--- config.mk ---
export PLATFORM = sky130hd
export DESIGN_NAME = pipe_skid_stage_reg
export DESIGN_NICKNAME = d
export VERILOG_FILES = /design/src/rtl/pipe_skid_stage_reg.sv
export SDC_FILE = /design/constraint.sdc
export NUM_CORES = 1
export LEC_CHECK = 0
export CORE_MARGIN = 3
export CORE_UTILIZATION = 50
export DETAILED_ROUTE_END_ITERATION = 10
export GPL_TIMING_DRIVEN = 0
export PLACE_DENSITY = 0.81
export SLEW_MARGIN = 20
export SYNTH_ARGS = -nofsm -noshare
export SYNTH_HDL_FRONTEND = slang
export SYNTH_SLANG_ARGS = --single-unit
--- constraint.sdc ---
create_clock -name clk_i -period 3.6 [get_ports clk_i]
set_clock_uncertainty 0.1 [all_clocks]
set_input_delay 0.54 -clock clk_i [delete_from_list [all_inputs] [get_ports clk_i]]
set_output_delay 0.54 -clock clk_i [all_outputs]
set_load 0.005 [all_outputs]
--- src/rtl/pipe_skid_stage_reg.sv ---
// Elastic pipeline-stage register with a 2-entry skid buffer and registered in_ready_o.
// Optional perf counters (stall/flush) are enabled by defining PIPE_STAGE_PERF_CNT_EN.
module pipe_skid_stage_reg #(
    parameter int unsigned      WIDTH     = 32,
    parameter logic [WIDTH-1:0] FLUSH_VAL = '0
) (
    input  logic             clk_i,
    input  logic             rst_i,
    input  logic             flush_i,
    input  logic             in_valid_i,
    output logic             in_ready_o,
    input  logic [WIDTH-1:0] data_i,
    output logic             out_valid_o,
    input  logic             out_ready_i,
    output logic [WIDTH-1:0] data_o,
    output logic [1:0]       count_o
`ifdef PIPE_STAGE_PERF_CNT_EN
    ,
    output logic [31:0]      stall_cnt_o,
    output logic [15:0]      flush_cnt_o
`endif
);

    typedef enum logic [1:0] {
        StEmpty = 2'd0,
        StBusy  = 2'd1,
        StFull  = 2'd2
    } state_e;

    state_e           state_q;
    logic [WIDTH-1:0] main_q;
    logic [WIDTH-1:0] skid_q;
    logic             in_fire;
    logic             out_fire;

    // Handshake outputs depend only on registered state, so no ready path crosses stages.
    assign out_valid_o = (state_q != StEmpty);
    assign in_ready_o  = (state_q != StFull);
    assign count_o     = state_q;
    assign data_o      = main_q;

    assign in_fire  = in_valid_i & in_ready_o;
    assign out_fire = out_valid_o & out_ready_i;

    always_ff @(posedge clk_i or negedge rst_i) begin
        if (!rst_i) begin
            state_q <= StEmpty;
            main_q  <= FLUSH_VAL;
            skid_q  <= FLUSH_VAL;
        end else if (flush_i) begin
            state_q <= StEmpty;
            main_q  <= FLUSH_VAL;
            skid_q  <= FLUSH_VAL;
        end else begin
            unique case (state_q)
                StEmpty: begin
                    if (in_fire) begin
                        main_q  <= data_i;
                        state_q <= StBusy;
                    end
                end
                StBusy: begin
                    if (in_fire && out_fire) begin
                        main_q <= data_i;
                    end else if (in_fire) begin
                        skid_q  <= data_i;
                        state_q <= StFull;
                    end else if (out_fire) begin
                        // main_q keeps the consumed value; out_valid_o qualifies it
                        state_q <= StEmpty;
                    end
                end
                StFull: begin
                    if (out_fire) begin
                        main_q  <= skid_q;
                        state_q <= StBusy;
                    end
                end
                default: state_q <= StEmpty;
            endcase
        end
    end

`ifdef PIPE_STAGE_PERF_CNT_EN
    logic [31:0] stall_cnt_q;
    logic [15:0] flush_cnt_q;

    // Counters saturate and survive flush; only reset clears them.
    always_ff @(posedge clk_i or negedge rst_i) begin
        if (!rst_i) begin
            stall_cnt_q <= '0;
            flush_cnt_q <= '0;
        end else begin
            if (out_valid_o && !out_ready_i && (stall_cnt_q != '1)) begin
                stall_cnt_q <= stall_cnt_q + 32'd1;
            end
            if (flush_i && (flush_cnt_q != '1)) begin
                flush_cnt_q <= flush_cnt_q + 16'd1;
            end
        end
    end

    assign stall_cnt_o = stall_cnt_q;
    assign flush_cnt_o = flush_cnt_q;
`endif

endmodule

==> results of run 1 <==
cells by family (layout without fill, tap and decap cells):
kind of cell	Yosys count	count (layout)
compound gates	68	68
buf+inv	22	110
flops	66	66
mux	33	33
simple gates	74	74
stage by stage:
| step | TNS (ps) | area, um^2 |
|---|---|---|
| final | 0 | 4020 |
| after detailed placement | 0 | 3860 |
| after global routing | 0 | 4020 |
| after global placement | -17230 | 3840 |
| after floorplan | 0 | 3040 |
| after CTS | 0 | 4020 |
per-layer routing:
layer | GRT usage | routed length (um)
met4 | 0.0614 | 102
met2 | 0.317 | 3280
met3 | 0.0582 | 408
met1 | 0.317 | 3350
met5 | 0 | 0
critical path, stage by stage (launching register included):
cell             delay [ps]
dfrtp_1                 430
nor2b_1                 160
buf_6                   150
inv_1                   130
buf_2                   250
clkdlybuf4s50_1         540
placed cells by master (no fill, tap or decap):
master	netlist	routed
a22o_1	32	32
clkbuf_8	0	9
or2_2	1	1
nor3_1	2	2
clkdlybuf4s50_1	0	70
buf_12	0	1
clkinv_4	0	1
nand2b_1	3	3
mux2_4	30	30
clkinvlp_4	0	1
mux2_2	2	2
a21oi_1	34	34
clkinv_2	0	3
buf_6	4	4
buf_2	6	6
buf_1	3	3
mux2i_1	1	1
nor2_1	2	2
nand2_1	64	64
inv_1	2	2
buf_4	0	1
o211ai_4	1	1
clkbuf_1	7	9
o21ai_4	1	1
dfrtp_1	66	66
nor2b_1	2	2
power groups by stage:
stage	registers, mW	logic [mW]	clock network, mW
after CTS	0.813	0.293	0.539
after floorplan	0.825	0.130	0
final	0.813	0.290	0.530
after detailed placement	0.826	0.291	0
after global routing	0.819	0.313	0.570
after global placement	0.825	0.283	0
Yosys cell counts (2+ instances only):
library cell and count:
nor2b_1 2, nor3_1 2, clkbuf_1 7, nand2_1 64, buf_6 4, buf_2 6
dfrtp_1 66, buf_1 3, a21oi_1 34, inv_1 2, nand2b_1 3, mux2_4 30
mux2_2 2, a22o_1 32, nor2_1 2
state kept, by name (all words and copies together), names as in the netlist:
name and flops:
data_o 32, skid_q 32, count_o 2
how the worst min path moves through the flow:
stage | start | to | cells past startpoint
finish | rst_i | data_o[24]$_DFFE_PN0P_ | 1
global placement | skid_q[5]$_DFFE_PN0P_ | skid_q[5]$_DFFE_PN0P_ | 1
floorplan | rst_i | count_o[0]$_DFFE_PN0P_ | 0
CTS | rst_i | data_o[24]$_DFFE_PN0P_ | 1
global route | rst_i | data_o[24]$_DFFE_PN0P_ | 1
detailed placement | data_o[14]$_DFFE_PN0P_ | data_o[14]$_DFFE_PN0P_ | 1
area by class of cell:
cell class | count | area (um^2) | area share
plain buffers | 20 | 113 | 0.0280
clock inverters | 5 | 31.3 | 0.00778
well taps | 72 | 90.1 | 0.0224
repair buffers | 72 | 728 | 0.181
flip-flops and latches | 66 | 1650 | 0.411
clock buffers | 11 | 131 | 0.0327
inverters | 2 | 7.51 | 0.00187
multi-input cells | 175 | 1270 | 0.315
==> qor.txt, run 1 <==
DR pass1 iterations -> 4
Yosys top cell by area -> dfrtp_1
FFs w/ async S/R, synth -> 1.00
CP Launch Type -> register
vias per inst -> 5.44
combinational family with the most area after synthesis -> compound AO/OA/AOI/OAI gates
Root Driver -> clkbuf_8
synthesized flop and latch total -> 66
TritonCTS buffer count -> 9
RSZ-0062 raised after global routing -> no
crit path launch -> count_o[1]$_DFFE_PN0P_
mux contribution to synthesized area -> 0.159
maximum vdd drop -> 0.256 mV
Syn-to-layout area delta -> 32.3%
first-pass GRT wire length -> 12.1 mm
post-route ant nets -> 0
count of cell types in the netlist -> 19
total power -> 1.63 mW
ANT cells -> 0
GPL Wtd Cong -> 0.760
post-place setup slack -> 1190 ps
FF-to-FF End -> skid_q[28]$_DFFE_PN0P_
Critical Path RT -> 2960 ps
max_slew headroom -> 0.585
Clk Latency, worst-skew pair -> 340 ps
Clock transition at path regs -> 70 ps
YS warnings -> 0
vias in the first global route -> 2333
xor and xnor fraction of the mapped netlist area -> 0
status -> complete, no violations
area of the die -> 7050 um^2
placed cell count -> 407
reg-to-reg slack, setup -> 1700 ps
routed via count -> 2302
GRT Residual Overflow -> 0
CTS tree -> done
row cnt -> 27
non-filler cells, final -> 423
sequential-to-total area share from yosys stat -> 0.544
Crit Path Category -> reg -> out
CP Capture Point -> in_ready_o
Internal Pwr Total -> 1.21 mW
reg2reg path depth -> 4
clock buffer depth -> 2
Initial Util -> 0.535
Synth Area per Inst -> 11.6 um^2
Final Hold Vio Count -> 0
# DRC -> 0
Synth area leaders -> dfrtp_1 54%, mux2_4 15%, a22o_1 9.2%
final WL -> 7.14 mm
reg2reg start -> count_o[1]$_DFFE_PN0P_
Initial DRC Count -> 135
crit path DAT -> 2000 ps
Switching Fraction -> 0.260
Hold Slack -> 27.4 ps
Detailed Place HPWL -> 4.75 mm
Worst-Margin Slew -> 617 ps
clock sink count -> 66
Max Cap Viol -> 0
Seq pwr share -> 0.498
CTS resizes -> 0
Die Y -> 83.9 um
port buffer count -> 71
Worst Slack Setup Final -> 955 ps
# fillers -> 418
DIE WIDTH -> 83.9 um
fmax -> 378 MHz
core box area -> 5680 um^2
EDFF count, synth -> 0
leakage -> 1.91 nW
Period minus WS final -> 2640 ps
Max FO, Critical Path -> 10
Final Util -> 0.708
clock share of power -> 0.325
CTS Hold Buffers Added -> 0
post-CTS setup buffers -> 0
initial antenna violation count -> 0
share of cells above drive strength 1 -> 0.174
Synth Area in Simple Gates -> 0.0972
Synth top area share -> 0.544
Cell Pwr Density -> 407 nW/um^2
max-slew violation total from the final report -> 0
predominant post-synthesis flop cell -> dfrtp_1
Nets -> 383
Boundary Pins -> 73
period utilization -> 0.735
largest net degree at the start of global routing -> 37
Cells after Synth -> 263
CP endpoint kind -> output port
post-synthesis compound-gate area fraction -> 0.161
global-route usage over all layers -> 0.217
Post-Syn Area -> 3040 um^2
H-tree depth reported by CTS -> 3
Routed WL per cell -> 16.9 um
post-synth net total -> 300
switching power -> 0.424 mW
worst min-delay path class -> in -> async
Combinational Power Share -> 0.177
Final setup viols -> 0
Post-Synth Adder-Cell Area -> 0
No activity file was read; power rests on OpenSTA's default activity.
==> inputs of run 2 (changes only) <==
--- a/config.mk
+++ b/config.mk
@@ -6,10 +6,10 @@
 export NUM_CORES = 1
 export LEC_CHECK = 0
 export CORE_MARGIN = 3
-export CORE_UTILIZATION = 50
+export CORE_UTILIZATION = 45
 export DETAILED_ROUTE_END_ITERATION = 10
 export GPL_TIMING_DRIVEN = 0
-export PLACE_DENSITY = 0.81
+export PLACE_DENSITY = 0.77
 export SLEW_MARGIN = 20
 export SYNTH_ARGS = -nofsm -noshare
 export SYNTH_HDL_FRONTEND = slang
==> constraint.sdc (replaced) <==
create_clock -name clk_i -period 2.3 [get_ports clk_i]
set_clock_uncertainty 0.1 [all_clocks]
set_input_delay 0.345 -clock clk_i [delete_from_list [all_inputs] [get_ports clk_i]]
set_output_delay 0.345 -clock clk_i [all_outputs]
set_load 0.005 [all_outputs]
==> qor.txt, run 2 (synthesis gave the netlist of run 1 again) <==
Detailed Place HPWL -> 4.73 mm (-0.43%)
worst min-delay path class -> in -> async
Worst Slack Setup Final -> 105 ps (-850 ps)
GPL Wtd Cong -> 0.783 (+2.9%)
Period minus WS final -> 2200 ps
CP Launch Type -> register
largest net degree at the start of global routing -> 37 (unchanged)
area of the die -> 7770 um^2 (+10%)
Routed WL per cell -> 16.6 um (-1.8%)
vias per inst -> 5.36 (-1.6%)
commonest non-fill, non-tap cell in the layout -> clkdlybuf4s50_1
Switching Fraction -> 0.229 (-0.0304)
DIE WIDTH -> 88.2 um (+5.0%)
Die Y -> 88.2 um (+5.0%)
global-route usage over all layers -> 0.200 (-0.0167)
total power -> 2.79 mW (+71%)
Boundary Pins -> 73 (unchanged)
Max Cap Viol -> 0 (unchanged)
first-pass GRT wire length -> 11.8 mm (-2.7%)
# DRC -> 0 (unchanged)
status -> complete, no violations
Clk Latency, worst-skew pair -> 330 ps (about the same)
Syn-to-layout area delta -> 36.1%
Root Driver -> clkbuf_8
port buffer count -> 71 (unchanged)
Initial Util -> 0.470 (-0.0649)
TritonCTS buffer count -> 9 (unchanged)
period utilization -> 0.954
reg2reg path depth -> 4 (unchanged)
fmax -> 456 MHz
GRT Residual Overflow -> 0 (unchanged)
leakage -> 1.96 nW (+2.7%)
clock sink count -> 66 (unchanged)
Worst-Margin Slew -> 545 ps (-72.2 ps)
post-place setup slack -> 41.4 ps (-1140 ps)
post-route cell area -> 4130 um^2 (+2.9%)
clock buffer depth -> 2 (unchanged)
CP endpoint kind -> output port
crit path DAT -> 1750 ps (-250 ps)
Hold Slack -> 380 ps (+352 ps)
ANT cells -> 0 (unchanged)
Nets -> 389 (+1.6%)
row cnt -> 29 (+7.4%)
switching power -> 0.641 mW (+51%)
vias in the first global route -> 2386 (+2.3%)
final WL -> 7.20 mm (+0.76%)
Crit Path Category -> reg -> out
max_slew headroom -> 0.634 (+0.0485)
highest-count cells in the layout ignoring fill and taps -> 70 x clkdlybuf4s50_1, 64 x nand2_1, 64 x dfrtp_1
dpl cell area -> 3860 um^2 (+0.16%)
share of cells above drive strength 1 -> 0.188 (+0.0139)
Initial DRC Count -> 175 (+30%)
DR pass1 iterations -> 4 (unchanged)
Max FO, Critical Path -> 8 (-2)
post-route ant nets -> 0 (unchanged)
CTS tree -> done
Critical Path RT -> 1860 ps (-1100 ps)
Final Hold Vio Count -> 0 (unchanged)
Internal Pwr Total -> 2.15 mW (+78%)
Final setup viols -> 0 (unchanged)
Seq pwr share -> 0.456 (-0.042)
RSZ-0062 raised after global routing -> no
routed via count -> 2325 (+1.0%)
Cell Pwr Density -> 676 nW/um^2 (+66%)
Combinational Power Share -> 0.164 (-0.013)
max-slew violation total from the final report -> 0 (unchanged)
maximum vdd drop -> 0.439 mV (+72%)
Clock transition at path regs -> 70 ps (about the same)
reg-to-reg slack, setup -> 510 ps (-1190 ps)
H-tree depth reported by CTS -> 3 (unchanged)
initial antenna violation count -> 0 (unchanged)
core box area -> 6460 um^2 (+14%)
clock share of power -> 0.380 (+0.055)
==> run 2: changes by cell type in the layout (fill, tap and decap cells not counted), moves of 2 or more <==
| cell | previous run | this run |
|---|---|---|
| buf_4 | 1 | 6 |
| bufinv_16 | 0 | 2 |
| clkbuf_1 | 9 | 11 |
| clkinv_2 | 3 | 0 |
| dfrtp_1 | 66 | 64 |
| dfrtp_2 | 0 | 2 |
==> run 2: critical path, cell delays in order, from the launching register on <==
cell and delay (ps):
dfrtp_2 460, nor2b_1 150, buf_6 170, inv_4 60
buf_6 130, clkdlybuf4s50_1 440
==> run 2: final timing paths <==
kind                                              from                endpoint
max in group asynchronous                        rst_i   skid_q[2]$_DFFE_PN0P_
worst max register to register  count_o[1]$_DFFE_PN0P_  skid_q[29]$_DFFE_PN0P_
min in group clk_i              data_o[19]$_DFFE_PN0P_  data_o[19]$_DFFE_PN0P_
worst min-delay path                             rst_i  count_o[0]$_DFFE_PN0P_
worst max-delay path            count_o[0]$_DFFE_PN0P_              in_ready_o
worst min register to register  data_o[19]$_DFFE_PN0P_  data_o[19]$_DFFE_PN0P_
==> run 2: final cells by class <==
class / instances / area, um^2
clock inverters: 2 / 60.1
clock buffers: 14 / 153
well taps: 77 / 96.3
multi-input cells: 175 / 1270
flip-flops and latches: 66 / 1650
inverters: 2 / 10.0
fillers: 526 / 2320
plain buffers: 20 / 119
repair buffers: 78 / 776
==> run 2: layer usage <==
| metal | wire (um) | GRT usage |
|---|---|---|
| met5 | 0 | 0 |
| met4 | 41 | 0.0632 |
| met3 | 369 | 0.0630 |
| met2 | 3460 | 0.304 |
| met1 | 3330 | 0.275 |
==> run 2: what timing repair did <==
item	in CTS	in global routing
hold buffers	1	0
endpoints found under the hold margin	30	0
endpoints found under the setup margin	1	1
setup buffers	0	5
resized for setup	4	2
==> run 2: stage by stage <==
stage / setup TNS (ps) / cells / util
4_1_cts: 0 / 429 / 0.634
3_5_place_dp: 0 / 412 / 0.598
5_1_grt: 0 / 434 / 0.640
6_report: 0 / 434 / 0.640
3_3_place_gp: -91230 / 411 / 0.595
2_1_floorplan: 0 / 263 / -
==> run 2: power by group through the flow <==
stage                     clock network [mW]  registers [mW]  logic (mW)
after floorplan                            0            1.29       0.203
after global routing                    1.15            1.28       0.497
final                                   1.06            1.27       0.459
after CTS                               1.09            1.27       0.461
after detailed placement                   0            1.29       0.455
after global placement                     0            1.29       0.446
==> inputs of run 3 (changes only) <==
--- a/config.mk
+++ b/config.mk
@@ -5,8 +5,9 @@
 export SDC_FILE = /design/constraint.sdc
 export NUM_CORES = 1
 export LEC_CHECK = 0
-export CORE_MARGIN = 3
 export CORE_UTILIZATION = 45
+export CTS_CLUSTER_DIAMETER = 50
+export CTS_CLUSTER_SIZE = 8
 export DETAILED_ROUTE_END_ITERATION = 10
 export GPL_TIMING_DRIVEN = 0
 export PLACE_DENSITY = 0.77
==> qor.txt, run 3 (synthesis gave the netlist of run 1 again) <==
status -> finished with violations
failing checks -> DRC
FF+latch area -> 1650 um^2 (about the same)
global-route usage over all layers -> 0.203 (+0.00278)
first-pass GRT wire length -> 11.0 mm (-6.3%)
CP endpoint kind -> output port
row cnt -> 29 (unchanged)
DR pass1 iterations -> 7 (+3)
DIE WIDTH -> 84.2 um (-4.5%)
vias in the first global route -> 2220 (-7.0%)
Final Hold Vio Count -> 0 (unchanged)
routed via count -> 2319 (-0.26%)
post-route cell area -> 4070 um^2 (-1.5%)
core box area -> 6420 um^2 (-0.56%)
post-place setup slack -> 31.6 ps (-9.72 ps)
worst min-delay path class -> in -> async
TritonCTS buffer count -> 9 (unchanged)
area of the die -> 7080 um^2 (-8.9%)
share of cells above drive strength 1 -> 0.189 (+0.00106)
Routed WL per cell -> 15.7 um (-5.1%)
Worst Slack Setup Final -> 98.3 ps (-6.48 ps)
Boundary Pins -> 73 (unchanged)
GPL Wtd Cong -> 0.733 (-6.4%)
Crit Path Category -> reg -> out
Worst-Margin Slew -> 542 ps (-3.20 ps)
dpl cell area -> 3860 um^2 (unchanged)
# fillers -> 520 (-1.1%)
highest-count cells in the layout ignoring fill and taps -> 70 x clkdlybuf4s50_1, 65 x dfrtp_1, 64 x nand2_1
final WL -> 6.80 mm (-5.5%)
CP Launch Type -> register
Initial DRC Count -> 129 (-26%)
Max Cap Viol -> 0 (unchanged)
Die Y -> 84.2 um (-4.5%)
Root Driver -> clkbuf_8
crit path DAT -> 1760 ps (about the same)
H-tree depth reported by CTS -> 3 (unchanged)
max-slew violation total from the final report -> 0 (unchanged)
port buffer count -> 71 (unchanged)
Cell Pwr Density -> 634 nW/um^2 (-6.2%)
Final Util -> 0.634 (-0.00574)
maximum vdd drop -> 0.319 mV (-27%)
period utilization -> 0.957 (+0.00282)
Initial Util -> 0.473 (+0.00266)
GRT Residual Overflow -> 0 (unchanged)
Nets -> 387 (-0.51%)
vias per inst -> 5.37 (+0.20%)
fmax -> 454 MHz (-0.29%)
Syn-to-layout area delta -> 34.1%
total power -> 2.58 mW (-7.6%)
clock buffer depth -> 2 (unchanged)
largest net degree at the start of global routing -> 35 (-5.4%)
area of the multi-input gates -> 1270 um^2 (unchanged)
Hold Slack -> 403 ps (+23.0 ps)
Detailed Place HPWL -> 4.56 mm (-3.7%)
leakage -> 1.94 nW (-1.4%)
Period minus WS final -> 2200 ps (+6.48 ps)
Max FO, Critical Path -> 10 (+2)
initial antenna violation count -> 0 (unchanged)
post-route ant nets -> 0 (unchanged)
Final setup viols -> 0 (unchanged)
Clock transition at path regs -> 70 ps (about the same)
clock sink count -> 66 (unchanged)
Critical Path RT -> 1860 ps (about the same)
CTS tree -> done
ANT cells -> 0 (unchanged)
RSZ-0062 raised after global routing -> no
commonest non-fill, non-tap cell in the layout -> clkdlybuf4s50_1
# DRC -> 8 (+8)
Clk Latency, worst-skew pair -> 330 ps (about the same)
max_slew headroom -> 0.636 (+0.00215)
[run 3: cell count changes in the layout (fill, tap and decap cells not counted)]
| cell | delta |
|---|---|
| clkbuf_1 | -3 |
| clkinv_2 | +3 |
| buf_4 | -2 |
| bufinv_16 | -2 |
| clkinvlp_4 | +2 |
| dfrtp_1 | +1 |
| dfrtp_2 | -1 |
| inv_2 | +1 |
| inv_4 | -1 |
[run 3: layout make-up]
cell class | count | area share
Multi-Input combinational cell | 175 | 0.311
Clock inverter | 5 | 0.00737
Buffer | 20 | 0.0292
Clock buffer | 11 | 0.0347
Tap cell | 77 | 0.0236
Inverter | 2 | 0.00184
Timing Repair Buffer | 76 | 0.187
Sequential cell | 66 | 0.406
[run 3: worst paths after layout]
check                      cells past startpoint  slack (ps)              startpoint                      to
min                                            2         400                   rst_i  data_o[24]$_DFFE_PN0P_
max in group asynchronous                      3        1180                   rst_i  count_o[0]$_DFFE_PN0P_
min in group clk_i                             1         410  skid_q[31]$_DFFE_PN0P_  skid_q[31]$_DFFE_PN0P_
min reg2reg                                    1         410  skid_q[31]$_DFFE_PN0P_  skid_q[31]$_DFFE_PN0P_
max reg2reg                                    6         440  count_o[0]$_DFFE_PN0P_   skid_q[6]$_DFFE_PN0P_
max                                            5         100  count_o[1]$_DFFE_PN0P_              in_ready_o
[run 3: worst max-delay path, stage by stage, from the launching register on]
cell and delay, ps:
dfrtp_1 390, nor2b_1 140, buf_6 140, inv_2 100
buf_6 150, clkdlybuf4s50_1 500
[run 3: stage by stage]
stage,TNS (ps),instances
after floorplan,0,263
final,0,432
after global routing,0,432
after CTS,0,429
after global placement,-92120,411
after detailed placement,0,412
[run 3: where the power goes]
| group | internal (mW) | switching (mW) | leakage (nW) |
|---|---|---|---|
| registers | 1.23 | 0.0399 | 0.882 |
| logic | 0.282 | 0.178 | 0.970 |
| clock network | 0.415 | 0.438 | 0.0851 |
| total | 1.93 | 0.656 | 1.94 |
[run 3: what timing repair did]
item / in CTS / in global routing
gates cloned: 0 / 0
setup endpoints to repair: 1 / 1
hold buffers: 1 / 0
buffers inserted: 0 / 3
gates resized for setup: 4 / 0
endpoints found under the hold margin: 33 / 0
[run 3: layer usage]
| metal | vias to the layer above | global-route usage | share of wire | routed length (um) |
|---|---|---|---|---|
| met5 | - | 0 | 0 | 0 |
| met2 | 66 | 0.308 | 0.48 | 3270 |
| li1 | 1085 | - | - | - |
| met3 | 5 | 0.0629 | 0.049 | 333 |
| met1 | 1163 | 0.279 | 0.46 | 3150 |
| met4 | 0 | 0.0643 | 0.0078 | 53 |
